===== src/rtl/vram_arbiter.sv =====
// Single-port VRAM arbiter: fixed-latency VDG fetches take priority, the Z80 is
// held off via cpu_wait, and a watchdog forces a CPU slot after CPU_MAX_WAIT losses.
module vram_arbiter #(
    parameter int unsigned ADDR_W       = 13,
    parameter int unsigned CPU_MAX_WAIT = 4
) (
    input  logic              clk_sys,
    input  logic              reset,
    input  logic              vdg_req,
    input  logic [ADDR_W-1:0] vdg_addr,
    output logic [7:0]        vdg_data,
    output logic              vdg_valid,
    input  logic              cpu_req,
    input  logic              cpu_we,
    input  logic [ADDR_W-1:0] cpu_addr,
    input  logic [7:0]        cpu_wdata,
    output logic [7:0]        cpu_rdata,
    output logic              cpu_ack,
    output logic              cpu_wait,
    output logic              vdg_drop,
    output logic [ADDR_W-1:0] ram_a,
    output logic              ram_we,
    output logic [7:0]        ram_d,
    input  logic [7:0]        ram_q
);

    localparam int unsigned WAIT_W = $clog2(CPU_MAX_WAIT + 1);

    typedef enum logic [1:0] {TAG_NONE, TAG_VDG, TAG_CPU_RD, TAG_CPU_WR} tag_t;
    typedef enum logic [1:0] {IDLE, RD1, RD2, WR_ACK} cpu_state_t;

    tag_t              tag1;
    tag_t              tag2;
    cpu_state_t        state;
    logic [WAIT_W-1:0] wait_cnt;
    logic              cpu_elig;
    logic              grant_vdg;
    logic              grant_cpu;

    // Slot arbitration: VDG first unless the watchdog has expired
    always_comb begin
        cpu_elig  = cpu_req && (state == IDLE) && !cpu_ack;
        grant_vdg = vdg_req && (wait_cnt < WAIT_W'(CPU_MAX_WAIT));
        grant_cpu = cpu_elig && !grant_vdg;
    end

    assign cpu_wait = cpu_req & ~cpu_ack;

    always_ff @(posedge clk_sys or posedge reset) begin
        if (reset) begin
            tag1      <= TAG_NONE;
            tag2      <= TAG_NONE;
            state     <= IDLE;
            wait_cnt  <= '0;
            ram_a     <= '0;
            ram_we    <= 1'b0;
            ram_d     <= 8'h00;
            vdg_data  <= 8'h00;
            vdg_valid <= 1'b0;
            cpu_rdata <= 8'h00;
            cpu_ack   <= 1'b0;
            vdg_drop  <= 1'b0;
        end else begin
            ram_we    <= 1'b0;
            vdg_valid <= 1'b0;
            cpu_ack   <= 1'b0;
            tag2      <= tag1;

            // Stage 1: launch the granted access
            if (grant_vdg) begin
                tag1  <= TAG_VDG;
                ram_a <= vdg_addr;
            end else if (grant_cpu) begin
                tag1   <= cpu_we ? TAG_CPU_WR : TAG_CPU_RD;
                ram_a  <= cpu_addr;
                ram_we <= cpu_we;
                ram_d  <= cpu_wdata;
            end else begin
                tag1 <= TAG_NONE;
            end

            if (grant_cpu) begin
                wait_cnt <= '0;
            end else if (cpu_elig) begin
                wait_cnt <= wait_cnt + WAIT_W'(1);
            end

            // A VDG request losing to the CPU can only mean the watchdog fired
            if (grant_cpu && vdg_req) begin
                vdg_drop <= 1'b1;
            end

            // Stage 2: ram_q belongs to the slot launched two edges ago
            if (tag2 == TAG_VDG) begin
                vdg_data  <= ram_q;
                vdg_valid <= 1'b1;
            end

            case (state)
                IDLE: begin
                    if (grant_cpu) begin
                        state   <= cpu_we ? WR_ACK : RD1;
                        cpu_ack <= cpu_we;
                    end
                end
                RD1:    state <= RD2;
                RD2: begin
                    state     <= IDLE;
                    cpu_rdata <= ram_q;
                    cpu_ack   <= 1'b1;
                end
                WR_ACK: state <= IDLE;
                default: state <= IDLE;
            endcase
        end
    end

endmodule


===== config.mk =====
export PLATFORM = sky130hd
export DESIGN_NAME = vram_arbiter
export DESIGN_NICKNAME = d
export VERILOG_FILES = /design/src/rtl/vram_arbiter.sv
export SDC_FILE = /design/constraint.sdc
export NUM_CORES = 1
export LEC_CHECK = 0
export ABC_AREA = 1
export CAP_MARGIN = 5
export CORE_MARGIN = 1
export CORE_UTILIZATION = 30
export DETAILED_ROUTE_END_ITERATION = 8
export GPL_TIMING_DRIVEN = 0
export PLACE_DENSITY_LB_ADDON = 0.12
export SETUP_SLACK_MARGIN = 0.02
export SLEW_MARGIN = 20
export SYNTH_ARGS = -nofsm -noshare
export SYNTH_HDL_FRONTEND = slang
export SYNTH_SLANG_ARGS = --single-unit

===== constraint.sdc =====
create_clock -name clk_sys -period 2.19 [get_ports clk_sys]
set_input_delay 0.219 -clock clk_sys [delete_from_list [all_inputs] [get_ports clk_sys]]
set_output_delay 0.219 -clock clk_sys [all_outputs]
set_load 0.02 [all_outputs]

==> metrics <==
drt first-iter violations=55; DR vias=1958; share of the synthesized area in the top cell type=57.0%; Seq/Total Area, Yosys=57.0%; #FFs+latches synth=50; ranking of synthesized cells by area=dfrtp_1, nand2_1, nand3_1, inv_1, o21ai_0; first-pass GRT wire length=8880 um; dpl ws=377 ps; Hold Vio Cnt, Final=0; synth unique cells=20; area occupied by multi-input gates=753 um^2; Total GRT Usage=15.0%; internal reg-to-reg setup slack=970 ps; GP Congestion=0.753; Core Region=6940 um^2; total gr overflow=0; FFs w/ async S/R, synth=100%; RSZ-0062 raised after global routing=false; # port buffers=87; Ys Warns=0; count leader, synth=nand2_1; placed cells=439; pwr dens=1250 nW/um^2; Rows=30; design area=3320 um^2; ant diodes=0; CP Capture Type=output port; maximum clock frequency=0.553 GHz; CP startpoint=cpu_req; drt total wl=5340 um; Die Footprint=7660 um^2; fin util=47.8%; Required @ worst endpoint=1970 ps; final setup margin=382 ps; Worst-Skew Late Latency=300 ps; Layout area overhead=51.2%; max-cap violations=0; Yosys top cell by area=dfrtp_1; Final TNS setup=0 ps; post-CTS setup buffers=0; EDFF count, synth=0; cell area after synthesis=2190 um^2; cts repair resizes=0; post-DR vias/cell=4.39; vias in the first global route=1892; Startpoint Class=primary input; number of CTS-inserted buffers=5; Syn Area/Cell=8.60 um^2; wire length per cell=12.0 um; final worst-path cycle share=82.6%; nets@finish=398; DR pass1 iterations=4; Root Driver=clkbuf_8; Period minus WS final=1810 ps; Main synth FF type=dfrtp_1; DP Area=3200 um^2; CP arrival=1590 ps; initial antenna violation count=0; Die Span Y=87.5 um; Top Ports=89; Storage cell area=1250 um^2; CTS sink count=50; layout cells sized above 1=8.57%; Worst Tran Pin Value=455 ps; Mapped Nets=303; hpwl dp=3950 um; post-route insts no fill=446; Initial Utilization=31.6%; clk slew on worst S/H paths=80 ps; Hold Slack=240 ps; Final Skew=9.46 ps; Hold Path Class=primary input to async pin; kind of critical path=primary input to output port; final setup violation count=0; synth cell count leaders=nand2_1, dfrtp_1, nand3_1; Leakage Power=1.65 nW; detailed-route DRC error count=0; Final ANT Viol Nets=0; TritonCTS clock tree=yes; reg2reg path depth=6; H-Tree Depth=2; status=finished clean; fill count=704; CTS Buffer Depth=2; pins over their slew limit=0; hold buffers post-CTS=0; crit path max fanout=4; Peak VDD IR=0.000430 V; pin count of the biggest net entering global routing=33; Die X=87.5 um; r2r startpoint=state[0]$_DFFE_PP0P_; reg2reg end=ram_d[7]$_DFFE_PP0P_; Worst slew margin=69.6%; Pwr Total=4.15 mW; post-synthesis cell count=255; Worst Setup EP=cpu_wait
## layout make-up
class / count / share of cell area, %
Buffer: 13 / 2.98
Clock buffer: 6 / 2.49
Clock inverter: 1 / 0.905
Inverter: 24 / 2.72
Multi-Input combinational cell: 168 / 22.7
Sequential cell: 50 / 37.7
Tap cell: 96 / 3.62
Timing Repair Buffer: 88 / 26.9
## power breakdown
part | switching [mW] | total (mW) | internal (mW)
logic | 1.08 | 1.99 | 0.915
registers | 0.208 | 1.50 | 1.29
clock network | 0.293 | 0.659 | 0.366
## cells in the final DEF, fill, tap and decap left out, drive strengths merged
| cell type | Yosys | layout |
|---|---|---|
| a21oi | 1 | 1 |
| buf | 12 | 13 |
| dfrtp | 50 | 50 |
| inv | 24 | 24 |
| or2 | 1 | 1 |
| clkdlybuf4s50 | 0 | 87 |
| clkbuf | 1 | 7 |
| nor2 | 5 | 5 |
| o21ai | 18 | 18 |
| nand2 | 104 | 104 |
| nand3 | 38 | 38 |
| bufinv | 0 | 1 |
| ha | 1 | 1 |
## worst min path at each step
stage	from	end	slack (ps)	cells past startpoint
floorplan	tag1[0]$_DFF_PP0_	tag2[0]$_DFF_PP0_	330	0
global placement	tag1[0]$_DFF_PP0_	tag2[0]$_DFF_PP0_	330	0
detailed placement	tag1[0]$_DFF_PP0_	tag2[0]$_DFF_PP0_	340	0
CTS	reset	ram_a[4]$_DFFE_PP0P_	250	2
global route	reset	ram_d[1]$_DFFE_PP0P_	280	2
finish	reset	ram_d[1]$_DFFE_PP0P_	240	2
## worst max-delay path, cell delays in order
cell and delay [ps]:
clkdlybuf4s50_1 480, inv_1 70, nor2_4 170, clkdlybuf4s50_1 650
## routing by layer
metal / vias to the layer above / wire length, um / GRT usage [%]
met5: - / 0 / 0
met4: 0 / 22 / 3.58
met3: 5 / 246 / 3.79
met2: 56 / 2660 / 25.0
met1: 916 / 2400 / 19.7
li1: 981 / - / -
## kinds of logic (layout without fill, tap and decap cells)
family / count (synthesis) / count (layout) / synth area share, %
fa+ha+maj: 1 / 1 / 0.570
simple gates: 148 / 148 / 29.4
flops: 50 / 50 / 57.0
compound gates: 19 / 19 / 4.34
buf+inv: 37 / 132 / 8.61
## registers in the layout, indices dropped and copies added, names as in the netlist, 2 cells and up
name and cells:
ram_a 13, tag2 2, ram_d 8, wait_cnt 3, state 2, tag1 2
cpu_rdata 8, vdg_data 8
Power figures use the tool's default switching activity.
